### src/rtl/sdram_image_writer_pkg.sv
// -----------------------------------------------------------------------------
// sdram_image_writer_pkg
// Shared definitions for the image writer and its neighbours in the capture
// path. The frame-size constant is the same one used by the JTAG-UART image
// decoder, so both blocks agree on how many bytes make up one frame.
// Contents: frame size, maximum frame count, writer state encoding, and a
// helper that validates a requested frame count.
// -----------------------------------------------------------------------------
package sdram_image_writer_pkg;

  // log2 of bytes per frame: 1024 x 1024 pixels of 8 bits each.
  localparam int FRAME_BYTES_LOG2 = 20;

  // Largest number of frames a single run may request.
  localparam int MAX_IMAGES = 64;

  // Width of the frame-count fields.
  localparam int NUM_W = 7;

  // Writer states: fetch low byte, capture it, fetch high byte, capture it,
  // then issue the 16-bit write.
  typedef enum logic [2:0] {
    IDLE   = 3'd0,
    RD_LO  = 3'd1,
    CAP_LO = 3'd2,
    RD_HI  = 3'd3,
    CAP_HI = 3'd4,
    WRITE  = 3'd5
  } state_e;

  // A run may request between 1 and MAX_IMAGES frames inclusive.
  function automatic logic num_images_ok(input logic [NUM_W-1:0] num);
    return (num != 7'd0) && (num <= 7'(MAX_IMAGES));
  endfunction

endpackage

### src/rtl/sdram_image_writer_if.sv
// -----------------------------------------------------------------------------
// sdram_image_writer_if
// Bundles the two data-path buses of the image writer:
//   FIFO read side : fifo_rdreq (writer out), fifo_data / fifo_empty (writer in)
//                    Normal-mode FIFO: fifo_data is valid the cycle after
//                    fifo_rdreq.
//   SDRAM write    : wr_req / wr_addr / wr_data (writer out), wr_wait (writer in)
//                    A write completes on a cycle with wr_req=1 and wr_wait=0.
// Modports: master = the image writer, slave = FIFO + SDRAM controller side.
// -----------------------------------------------------------------------------
interface sdram_image_writer_if #(
  parameter int ADDR_W = 25
);

  logic              fifo_rdreq;
  logic [7:0]        fifo_data;
  logic              fifo_empty;

  logic              wr_req;
  logic [ADDR_W-1:0] wr_addr;
  logic [15:0]       wr_data;
  logic              wr_wait;

  modport master (
    output fifo_rdreq,
    input  fifo_data,
    input  fifo_empty,
    output wr_req,
    output wr_addr,
    output wr_data,
    input  wr_wait
  );

  modport slave (
    input  fifo_rdreq,
    output fifo_data,
    output fifo_empty,
    input  wr_req,
    input  wr_addr,
    input  wr_data,
    output wr_wait
  );

endinterface

### src/rtl/sdram_image_writer.sv
// -----------------------------------------------------------------------------
// sdram_image_writer
// On a trigger, drains iNUM_IMAGES frames of 8-bit pixels from the decoder's
// pixel FIFO, packs each byte pair into a 16-bit word (first byte = low byte)
// and writes the words to consecutive SDRAM word addresses from BASE_ADDR.
// Ports:
//   iCLK, iRST        SDRAM-domain clock (also the FIFO read clock); async
//                     active-high reset.
//   iTRIGGER          one-cycle start pulse, synchronous to iCLK.
//   iNUM_IMAGES       frames to write (1..64), sampled on an accepted trigger.
//   bus (master)      FIFO read port and wait-request SDRAM write port.
//   oBUSY             high from accepted trigger until the last write completes.
//   oDONE             one-cycle pulse after the last write completes.
//   oFRAMES_DONE      frames fully written in the current run.
//   oERROR            sticky: bad frame count or trigger while not idle;
//                     cleared by reset or the next accepted trigger.
// -----------------------------------------------------------------------------
module sdram_image_writer #(
  parameter int              FRAME_BYTES_LOG2 = sdram_image_writer_pkg::FRAME_BYTES_LOG2,
  parameter int              ADDR_W           = 25,
  parameter logic [ADDR_W-1:0] BASE_ADDR      = {ADDR_W{1'b0}}
) (
  input  logic                        iCLK,
  input  logic                        iRST,
  input  logic                        iTRIGGER,
  input  logic [6:0]                  iNUM_IMAGES,
  sdram_image_writer_if.master        bus,
  output logic                        oBUSY,
  output logic                        oDONE,
  output logic [6:0]                  oFRAMES_DONE,
  output logic                        oERROR
);

  import sdram_image_writer_pkg::*;

  // Word index wide enough for 64 frames of 2^(FRAME_BYTES_LOG2-1) words.
  localparam int CNT_W  = FRAME_BYTES_LOG2 + 6;
  // Bits of the word index that select a word within one frame.
  localparam int WIDX_W = FRAME_BYTES_LOG2 - 1;

  localparam logic [CNT_W-1:0]  CNT_ONE  = {{(CNT_W-1){1'b0}}, 1'b1};
  localparam logic [ADDR_W-1:0] ADDR_ONE = {{(ADDR_W-1){1'b0}}, 1'b1};

  state_e              state_q, state_d;
  logic [CNT_W-1:0]    word_idx_q, word_idx_d;
  logic [6:0]          num_q, num_d;
  logic [ADDR_W-1:0]   wr_addr_q, wr_addr_d;
  logic [15:0]         wr_data_q, wr_data_d;
  logic                busy_q, busy_d;
  logic                done_q, done_d;
  logic [6:0]          frames_q, frames_d;
  logic                error_q, error_d;

  logic [CNT_W-1:0]    total_words_s;
  logic                last_word_s;
  logic                frame_end_s;
  logic                fifo_rdreq_s;

  // Run length and position decode from the latched frame count and word index.
  always_comb begin
    total_words_s = CNT_W'(num_q) << WIDX_W;
    last_word_s   = (word_idx_q == (total_words_s - CNT_ONE));
    frame_end_s   = &word_idx_q[WIDX_W-1:0];
  end

  // Next-state and datapath logic for the fetch/capture/write sequence.
  always_comb begin
    state_d      = state_q;
    word_idx_d   = word_idx_q;
    num_d        = num_q;
    wr_addr_d    = wr_addr_q;
    wr_data_d    = wr_data_q;
    busy_d       = busy_q;
    done_d       = 1'b0;
    frames_d     = frames_q;
    error_d      = error_q;
    fifo_rdreq_s = 1'b0;

    case (state_q)
      IDLE: begin
        if (iTRIGGER && num_images_ok(iNUM_IMAGES)) begin
          num_d      = iNUM_IMAGES;
          word_idx_d = {CNT_W{1'b0}};
          wr_addr_d  = BASE_ADDR;
          frames_d   = 7'd0;
          error_d    = 1'b0;
          busy_d     = 1'b1;
          state_d    = RD_LO;
        end else if (iTRIGGER) begin
          error_d = 1'b1;
          state_d = IDLE;
        end else begin
          state_d = IDLE;
        end
      end

      // Read only when data is present; wait indefinitely for the decoder.
      RD_LO: begin
        fifo_rdreq_s = ~bus.fifo_empty;
        if (!bus.fifo_empty) begin
          state_d = CAP_LO;
        end else begin
          state_d = RD_LO;
        end
      end

      CAP_LO: begin
        wr_data_d[7:0] = bus.fifo_data;
        state_d        = RD_HI;
      end

      RD_HI: begin
        fifo_rdreq_s = ~bus.fifo_empty;
        if (!bus.fifo_empty) begin
          state_d = CAP_HI;
        end else begin
          state_d = RD_HI;
        end
      end

      CAP_HI: begin
        wr_data_d[15:8] = bus.fifo_data;
        state_d         = WRITE;
      end

      // Address and data registers are untouched while the write is stalled.
      WRITE: begin
        if (!bus.wr_wait) begin
          if (frame_end_s) begin
            frames_d = frames_q + 7'd1;
          end else begin
            frames_d = frames_q;
          end
          if (last_word_s) begin
            busy_d  = 1'b0;
            done_d  = 1'b1;
            state_d = IDLE;
          end else begin
            word_idx_d = word_idx_q + CNT_ONE;
            wr_addr_d  = wr_addr_q + ADDR_ONE;
            state_d    = RD_LO;
          end
        end else begin
          state_d = WRITE;
        end
      end

      default: begin
        busy_d  = 1'b0;
        state_d = IDLE;
      end
    endcase

    // A trigger outside IDLE (including the final-write cycle) is rejected.
    if (iTRIGGER && (state_q != IDLE)) begin
      error_d = 1'b1;
    end else begin
      error_d = error_d;
    end
  end

  // State and output registers with asynchronous reset.
  always_ff @(posedge iCLK or posedge iRST) begin
    if (iRST) begin
      state_q    <= IDLE;
      word_idx_q <= {CNT_W{1'b0}};
      num_q      <= 7'd0;
      wr_addr_q  <= BASE_ADDR;
      wr_data_q  <= 16'd0;
      busy_q     <= 1'b0;
      done_q     <= 1'b0;
      frames_q   <= 7'd0;
      error_q    <= 1'b0;
    end else begin
      state_q    <= state_d;
      word_idx_q <= word_idx_d;
      num_q      <= num_d;
      wr_addr_q  <= wr_addr_d;
      wr_data_q  <= wr_data_d;
      busy_q     <= busy_d;
      done_q     <= done_d;
      frames_q   <= frames_d;
      error_q    <= error_d;
    end
  end

  assign bus.fifo_rdreq = fifo_rdreq_s;
  assign bus.wr_req     = (state_q == WRITE);
  assign bus.wr_addr    = wr_addr_q;
  assign bus.wr_data    = wr_data_q;
  assign oBUSY          = busy_q;
  assign oDONE          = done_q;
  assign oFRAMES_DONE   = frames_q;
  assign oERROR         = error_q;

endmodule

### src/flat_wrapper.sv
// flat-port wrapper written by rule: the top's interface ports become plain ports
module sdram_image_writer_flat import sdram_image_writer_pkg::*;
#(
  parameter int              FRAME_BYTES_LOG2 = sdram_image_writer_pkg::FRAME_BYTES_LOG2,
  parameter int              ADDR_W           = 25,
  parameter logic [ADDR_W-1:0] BASE_ADDR      = {ADDR_W{1'b0}}
)
  (iCLK, iRST, iTRIGGER, iNUM_IMAGES, oBUSY, oDONE, oFRAMES_DONE, oERROR, bus_fifo_rdreq, bus_fifo_data, bus_fifo_empty, bus_wr_req, bus_wr_addr, bus_wr_data, bus_wr_wait);
  sdram_image_writer_if #(.ADDR_W(ADDR_W)) bus_i ();
  input  logic iCLK;
  input  logic iRST;
  input  logic iTRIGGER;
  input  logic [6:0] iNUM_IMAGES;
  output logic oBUSY;
  output logic oDONE;
  output logic [6:0] oFRAMES_DONE;
  output logic oERROR;
  output wire logic [$bits(bus_i.fifo_rdreq)-1:0] bus_fifo_rdreq;
  input wire logic [$bits(bus_i.fifo_data)-1:0] bus_fifo_data;
  input wire logic [$bits(bus_i.fifo_empty)-1:0] bus_fifo_empty;
  output wire logic [$bits(bus_i.wr_req)-1:0] bus_wr_req;
  output wire logic [$bits(bus_i.wr_addr)-1:0] bus_wr_addr;
  output wire logic [$bits(bus_i.wr_data)-1:0] bus_wr_data;
  input wire logic [$bits(bus_i.wr_wait)-1:0] bus_wr_wait;
  assign bus_fifo_rdreq = bus_i.fifo_rdreq;
  assign bus_i.fifo_data = bus_fifo_data;
  assign bus_i.fifo_empty = bus_fifo_empty;
  assign bus_wr_req = bus_i.wr_req;
  assign bus_wr_addr = bus_i.wr_addr;
  assign bus_wr_data = bus_i.wr_data;
  assign bus_i.wr_wait = bus_wr_wait;
  sdram_image_writer #(.FRAME_BYTES_LOG2(FRAME_BYTES_LOG2), .ADDR_W(ADDR_W), .BASE_ADDR(BASE_ADDR)) u_core (.iCLK(iCLK), .iRST(iRST), .iTRIGGER(iTRIGGER), .iNUM_IMAGES(iNUM_IMAGES), .bus(bus_i), .oBUSY(oBUSY), .oDONE(oDONE), .oFRAMES_DONE(oFRAMES_DONE), .oERROR(oERROR));
endmodule
### config.mk
export PLATFORM = sky130hd
export DESIGN_NAME = sdram_image_writer_flat
export DESIGN_NICKNAME = d
export VERILOG_FILES = /design/src/rtl/sdram_image_writer_pkg.sv /design/src/rtl/sdram_image_writer_if.sv /design/src/rtl/sdram_image_writer.sv /design/src/flat_wrapper.sv
export SDC_FILE = /design/constraint.sdc
export NUM_CORES = 1
export LEC_CHECK = 0
export CORE_MARGIN = 2
export CORE_UTILIZATION = 55
export DETAILED_ROUTE_END_ITERATION = 8
export DONT_BUFFER_PORTS = 1
export PLACE_DENSITY = 0.79
export SLEW_MARGIN = 20
export SYNTH_ARGS = -nofsm -noshare
export SYNTH_HDL_FRONTEND = slang
export SYNTH_SLANG_ARGS = --single-unit
### constraint.sdc
create_clock -name iCLK -period 4.5 [get_ports iCLK]
set_input_delay 1.35 -clock iCLK [delete_from_list [all_inputs] [get_ports iCLK]]
set_output_delay 1.35 -clock iCLK [all_outputs]
set_load 0.005 [all_outputs]
==> flow_summary.ini <==
[status]
status = finished clean

[setup_path]
cp-end-kind = flip-flop
cp_num_buf_inv = 1
crit_family = simple AND/OR/NAND/NOR gates
r2r_cells = 7
reg2reg_slack_ns = 1.58
cpPeakStageDelay_ns = 0.72
crit_slowest_cell = and3_2
cpMostUsedCell = or4_1
critPathArrivalTime_ns = 3.96
worstSetupPathType = input pin to flip-flop
crit_path_start_kind = input pin
r2r_end = u_core.bus.wr_addr[15]$_DFFE_PP0P_
timing.rr.start = u_core.word_idx_q[4]$_DFFE_PP0P_
path_max_fanout = 39
required_ns = 4.79
crit_chain = or4_1, o31ai_1, and3_2, buf_4, o21ai_1, or4_1, a21oi_1

[sta]
fin_crit_sh_pct = 81.5
drv_slew = 0
fmax_ghz = 0.273
final.setup.tns_ns = 0
tightestPinTransition_ns = 0.974
setup_viol = 0
rsz0062_at_grt = no
clock_skew_ns = 0.0168
timing.hold.ws_ns = 0.538
hold_violations = 0
fin_ws_ns = 0.835
max_slew_margin_pct = 33.4
post-route-min-period_ns = 3.67

[layout]
final_cell_area_um2 = 4940
stdcell_count = 589
layout_common_cells = dfrtp_1 (87), a21oi_1 (48), nand2_1 (45)
antennaDiodeCount = 0
drive_gt1_share_pct = 10.1
nets = 503
syn2layout_area_growth_pct = 4.77
final_util_pct = 59.8
mostFrequentLayoutCell = dfrtp_1

[logic_synthesis]
synth_adder_area_share_pct = 1.06
synth.yosys.seq_area_share_pct = 46.2
synthXorXnorAreaFrac_pct = 2.71
synth_cells = 488
synth_top_family_by_area = simple AND/OR/NAND/NOR gates
synthesis.area_um2 = 4720
syn_nets = 512
syn_area_per_cell_um2 = 9.67
yosys.area.top_type = dfrtp_1
synth_compound_area_share_pct = 19.3
synth_area_leaders = dfrtp_1 (46%), a21oi_1 (5.1%), mux2_2 (3.8%)
netlist.area_leader.share_pct = 46.2
synth-seq-cells = 87
synthMuxAreaShare_pct = 4.24
synth-edff-count = 0
synth-simple-area-share_pct = 22.0
ys_types = 54
yosys_warnings = 0
synth_ff_type = dfrtp_1
async_flop_share_pct = 100

[global_routing]
grt_max_degree = 86
grt_util_all_layers_pct = 23.0
antenna_found_initial = 0
gr-total-overflow = 0
grt_pass1_vias = 3745
grt_pass1_wl_mm = 18.1

[drt]
via_per_inst = 6.62
ant_nets = 0
finalWirelength_mm = 10.6
avgRoutedWirePerCell_um = 18.0
drc = 0
first_pass_iters = 5
drt_iter0_drc = 272
vias = 3899

[placed_design]
post_dp_cell_area_um2 = 4740
dp.cells = 573
dp_hpwl_mm = 7.20
gp_congestion = 0.796
post-place-ws_ns = 0.464
port_buffers = 0

[hold_path]
hp-start = u_core.word_idx_q[0]$_DFFE_PP0P_
holdCritPathClass = flip-flop to flip-flop
hold_depth = 1
hold_end = u_core.word_idx_q[0]$_DFFE_PP0P_

[power_and_ir_drop]
p_leak_nw = 1.98
worst_ir_drop_vdd_v = 0.000317
p_clk_share_pct = 24.8
p_int_mw = 1.42
power.total_mw = 2.22
p_switching_mw = 0.802
switching_share_pct = 36.1
seqPwrFrac_pct = 49.6
p_per_area_nw_per_um2 = 450
power_frac_comb_pct = 25.6

[clock_tree]
cts_hold_buf = 0
cts-buffers-inserted = 9
clock_sinks = 87
post_cts_buffers = 0
clk_latency_ns = 0.38
clk_path_buf_depth = 2
cts_resized = 0
clk_pin_slew_ns = 0.09
cts_tree = done
htreeDepth = 3
clock-root-buffer = clkbuf_8

[floorplan]
row_count = 33
core_um2 = 8260
die_width_um = 96.6
ioPinCount = 73
start_util_pct = 57.1
die-height_um = 96.6
die_area_um2 = 9330

[job]
maxCapViolations = 0
-- worst max-delay path by stage --
stage / startpoint / endpoint / slack (ns) / cells after the start
after floorplan: iRST / u_core.bus.wr_addr[0]$_DFFE_PP0P_ / 0.90 / 1
after global placement: iNUM_IMAGES[0] / u_core.word_idx_q[5]$_DFFE_PP0P_ / 0.57 / 7
after detailed placement: iNUM_IMAGES[0] / u_core.word_idx_q[7]$_DFFE_PP0P_ / 0.46 / 7
after CTS: iNUM_IMAGES[0] / u_core.word_idx_q[7]$_DFFE_PP0P_ / 0.85 / 7
after global routing: iNUM_IMAGES[0] / u_core.word_idx_q[7]$_DFFE_PP0P_ / 0.65 / 7
final: iNUM_IMAGES[0] / u_core.word_idx_q[7]$_DFFE_PP0P_ / 0.83 / 7
-- sequential cells by signal (all words and copies together) (netlist names) --
register,flops
u_core.bus.wr_data,16
u_core.num_q,7
u_core.word_idx_q,26
u_core.oDONE,1
u_core.state_q,3
u_core.oFRAMES_DONE,7
u_core.oBUSY,1
u_core.oERROR,1
u_core.bus.wr_addr,25
-- layer usage --
layer | up-vias | wire length (µm) | track usage (%)
met5 | - | 0 | 0
met4 | 0 | 291 | 10.2
met3 | 25 | 686 | 5.56
met2 | 127 | 5050 | 36.2
met1 | 1915 | 4580 | 30.4
li1 | 1832 | - | -
-- cells by family after synthesis --
logic type / Yosys count
xor gates and xnor gates: 13
buffers and inverters: 36
adders and majority gates: 4
AOI/OAI and AO/OA: 145
DFF: 87
and+or+nand+nor: 185
muxes: 18
-- layout make-up --
type	instances	area [µm²]
Inverter	7	27.5
Clock inverter	7	76.3
Sequential cell	87	2180
Clock buffer	9	124
Tap cell	105	131
Timing Repair Buffer	9	80.1
Fill cell	683	3320
Multi-Input combinational cell	365	2330
-- Yosys cell counts, drive strengths merged, types with 3 or more instances --
cell	n
dfrtp	87
a21oi	48
nand2	45
o21ai	40
or4	24
nor2	23
o31ai	23
or3	20
nand3	17
buf	16
mux2	16
clkbuf	13
and3	12
nand4	10
o2111ai	9
xnor2	8
and4	7
inv	7
nand2b	6
o211ai	6
and2	5
ha	4
nand4b	4
xor2	4
nor2b	3
o41ai	3
-- power groups by stage --
stage	Combinational [mW]	Clock, mW	Sequential [mW]
floorplan	0.492	0	1.06
global placement	0.544	0	1.11
detailed placement	0.569	0	1.12
CTS	0.570	0.560	1.10
global route	0.629	0.589	1.12
finish	0.569	0.552	1.10
Note: power is estimated with default switching activity, not from simulation.
==> RTL change (config.mk and constraints unchanged) <==
Put one more register stage on the output `oERROR`, with the module's reset. The value now appears one clock later. The other outputs are not delayed to match.
--- a/src/rtl/sdram_image_writer.sv
+++ b/src/rtl/sdram_image_writer.sv
@@ -191,7 +191,13 @@
   assign oBUSY          = busy_q;
   assign oDONE          = done_q;
   assign oFRAMES_DONE   = frames_q;
-  assign oERROR         = error_q;
+  always_ff @(posedge iCLK or posedge iRST) begin
+    if (iRST) begin
+      oERROR <= '0;
+    end else begin
+      oERROR <= error_q;
+    end
+  end
 
 endmodule
 
Behaviour: not the same (Yosys sat finds a counterexample within 4 cycles, from zero or initial values and one cycle with iRST high).
==> RTL change against the original RTL <==
Setup slack gained 0.19 ns; critical endpoint is now u_core.bus.wr_addr[12]; wire length increased by 2.5%; sequential cell count grew 1; synthesized area rose by 0.80%; design area grew 0.68%; total power grew 3.2%; final cell count shrank 0.34%; first-iteration DRC count up 7.0%; clock power grew 6.7%; die area up 0.76%; count of clock-buffer cells in the layout increased by 2.
==> RTL change: results (changes against the original RTL) <==
metric,value,unit,change
CTS Buf Count,9,,unchanged
post-synthesis sequential area ratio,46.3,%,was 46.2%
n_diodes,0,,unchanged
total global routing track utilization,23.4,%,was 23.0%
fraction of area in registers,44.3,%,was 44.1%
hold crit path type,flip-flop to flip-flop,,unchanged
clock-cell share of area,4.32,%,was 4.05%
gp weighted congestion,0.805,,was 0.796
Reg-to-Reg Start,u_core.num_q[2],,was u_core.word_idx_q[4]
placed inst area,0.00476,mm2,was 0.00474 mm2
Post-layout nets,501,,was 503
placed insts,571,,was 573
Leak,1.96,nW,was 1.98 nW
Detailed Routing Iterations Pass 1,4,,was 5
first-pass GRT wire length,18100,um,about the same
commonest cells in the netlist,"88 x dfrtp_1, 48 x a21oi_1, 40 x nand2_1, 29 x or4_1, 28 x o21ai_0",,"was 87 x dfrtp_1, 48 x a21oi_1, 45 x nand2_1, 24 x o21ai_0, 24 x or4_1"
Via density,6.70,,was 6.62
largest fanout on the critical path,40,,was 39
hold wc startpoint,u_core.error_q,,was u_core.word_idx_q[0]
die width,97.0,um,was 96.6 um
share of cells above drive strength 1,10.2,%,was 10.1%
antenna violations before repair,0,,unchanged
"non-filler cells, final",587,,was 589
number of non-clock buffers,8,,was 9
vias in the first global route,3799,,was 3745
Buffers on Ports,0,,unchanged
drt first-iter violations,291,,was 272
CP peak stage delay,0.54,ns,was 0.72 ns
sw frac,34.3,%,was 36.1%
Post-Route WL,10900,um,was 10600 um
fillers,700,,was 683
"Slowest-stage cell, CP",and3_4,,was and3_2
"Net Count, Synth",512,,unchanged
area of the multi-input gates,0.00234,mm2,was 0.00233 mm2
Ys Warns,0,,unchanged
Tightest Pin Transition,0.859,ns,was 0.974 ns
worst clock skew,0.0116,ns,was 0.0168 ns
Syn Area/Cell,9.74,um2,was 9.67 um2
hpwl dp,7250,um,was 7200 um
non-clk buf share,1.21,%,was 1.62%
worst IR drop on VDD,0.333,mV,was 0.317 mV
status,"complete, no violations",,unchanged
sequential cells,88,,was 87
Yosys cell types,52,,was 54
Critical Path AT,3.77,ns,was 3.96 ns
pin count of the biggest net entering global routing,57,,was 86
ranking of synthesized cells by area,"dfrtp_1 46%, a21oi_1 5.1%, or4_1 4.6%",,"was dfrtp_1 46%, a21oi_1 5.1%, mux2_2 3.8%"
CLK BUF,11,,was 9
multi-input gates,363,,was 365
==> RTL change: kinds of logic (layout without fill, tap and decap cells) <==
group                    count (synthesis)  count (layout)  synth area share, %
AND/OR/NAND/NOR                        179             179                 21.2
AO/OA/AOI/OAI                          146             146                 19.4
flip-flops                              88              88                 46.3
buffers and inverters                   37              31                 4.58
multiplexers                            18              18                 4.21
XOR/XNOR                                16              16                 3.24
adder cells (fa/ha/maj)                  4               4                 1.05
==> RTL change: routing by layer <==
| layer | global-route usage (%) | wire length (um) |
|---|---|---|
| met1 | 32.1 | 4770 |
| met2 | 35.8 | 4970 |
| met3 | 7.59 | 1030 |
| met4 | 6.39 | 97 |
| met5 | 0 | 0 |
==> RTL change: final timing paths <==
kind | endpoint | slack (ns) | cells past startpoint
max in group asynchronous | u_core.word_idx_q[0] | 2.72 | 2
min reg2reg | u_core.oERROR | 0.40 | 0
max reg2reg | u_core.bus.wr_addr[18] | 1.30 | 7
min | u_core.oERROR | 0.40 | 0
min in group asynchronous | u_core.bus.wr_data[12] | 0.98 | 1
max | u_core.bus.wr_addr[12] | 1.03 | 7
==> RTL change: power groups by stage <==
stage	clock [mW]	sequential, mW	combinational, mW
CTS	0.596	1.14	0.570
global route	0.630	1.16	0.636
finish	0.589	1.14	0.568
global placement	0	1.14	0.541
floorplan	0	1.08	0.488
detailed placement	0	1.15	0.568
==> RTL change: through the flow <==
step	power [mW]	setup slack, ns	utilization [%]
floorplan	1.57	0.871	-
finish	2.29	1.03	60.0
CTS	2.30	0.856	59.9
global placement	1.68	0.586	57.3
detailed placement	1.72	0.483	57.3
global route	2.43	0.813	60.0
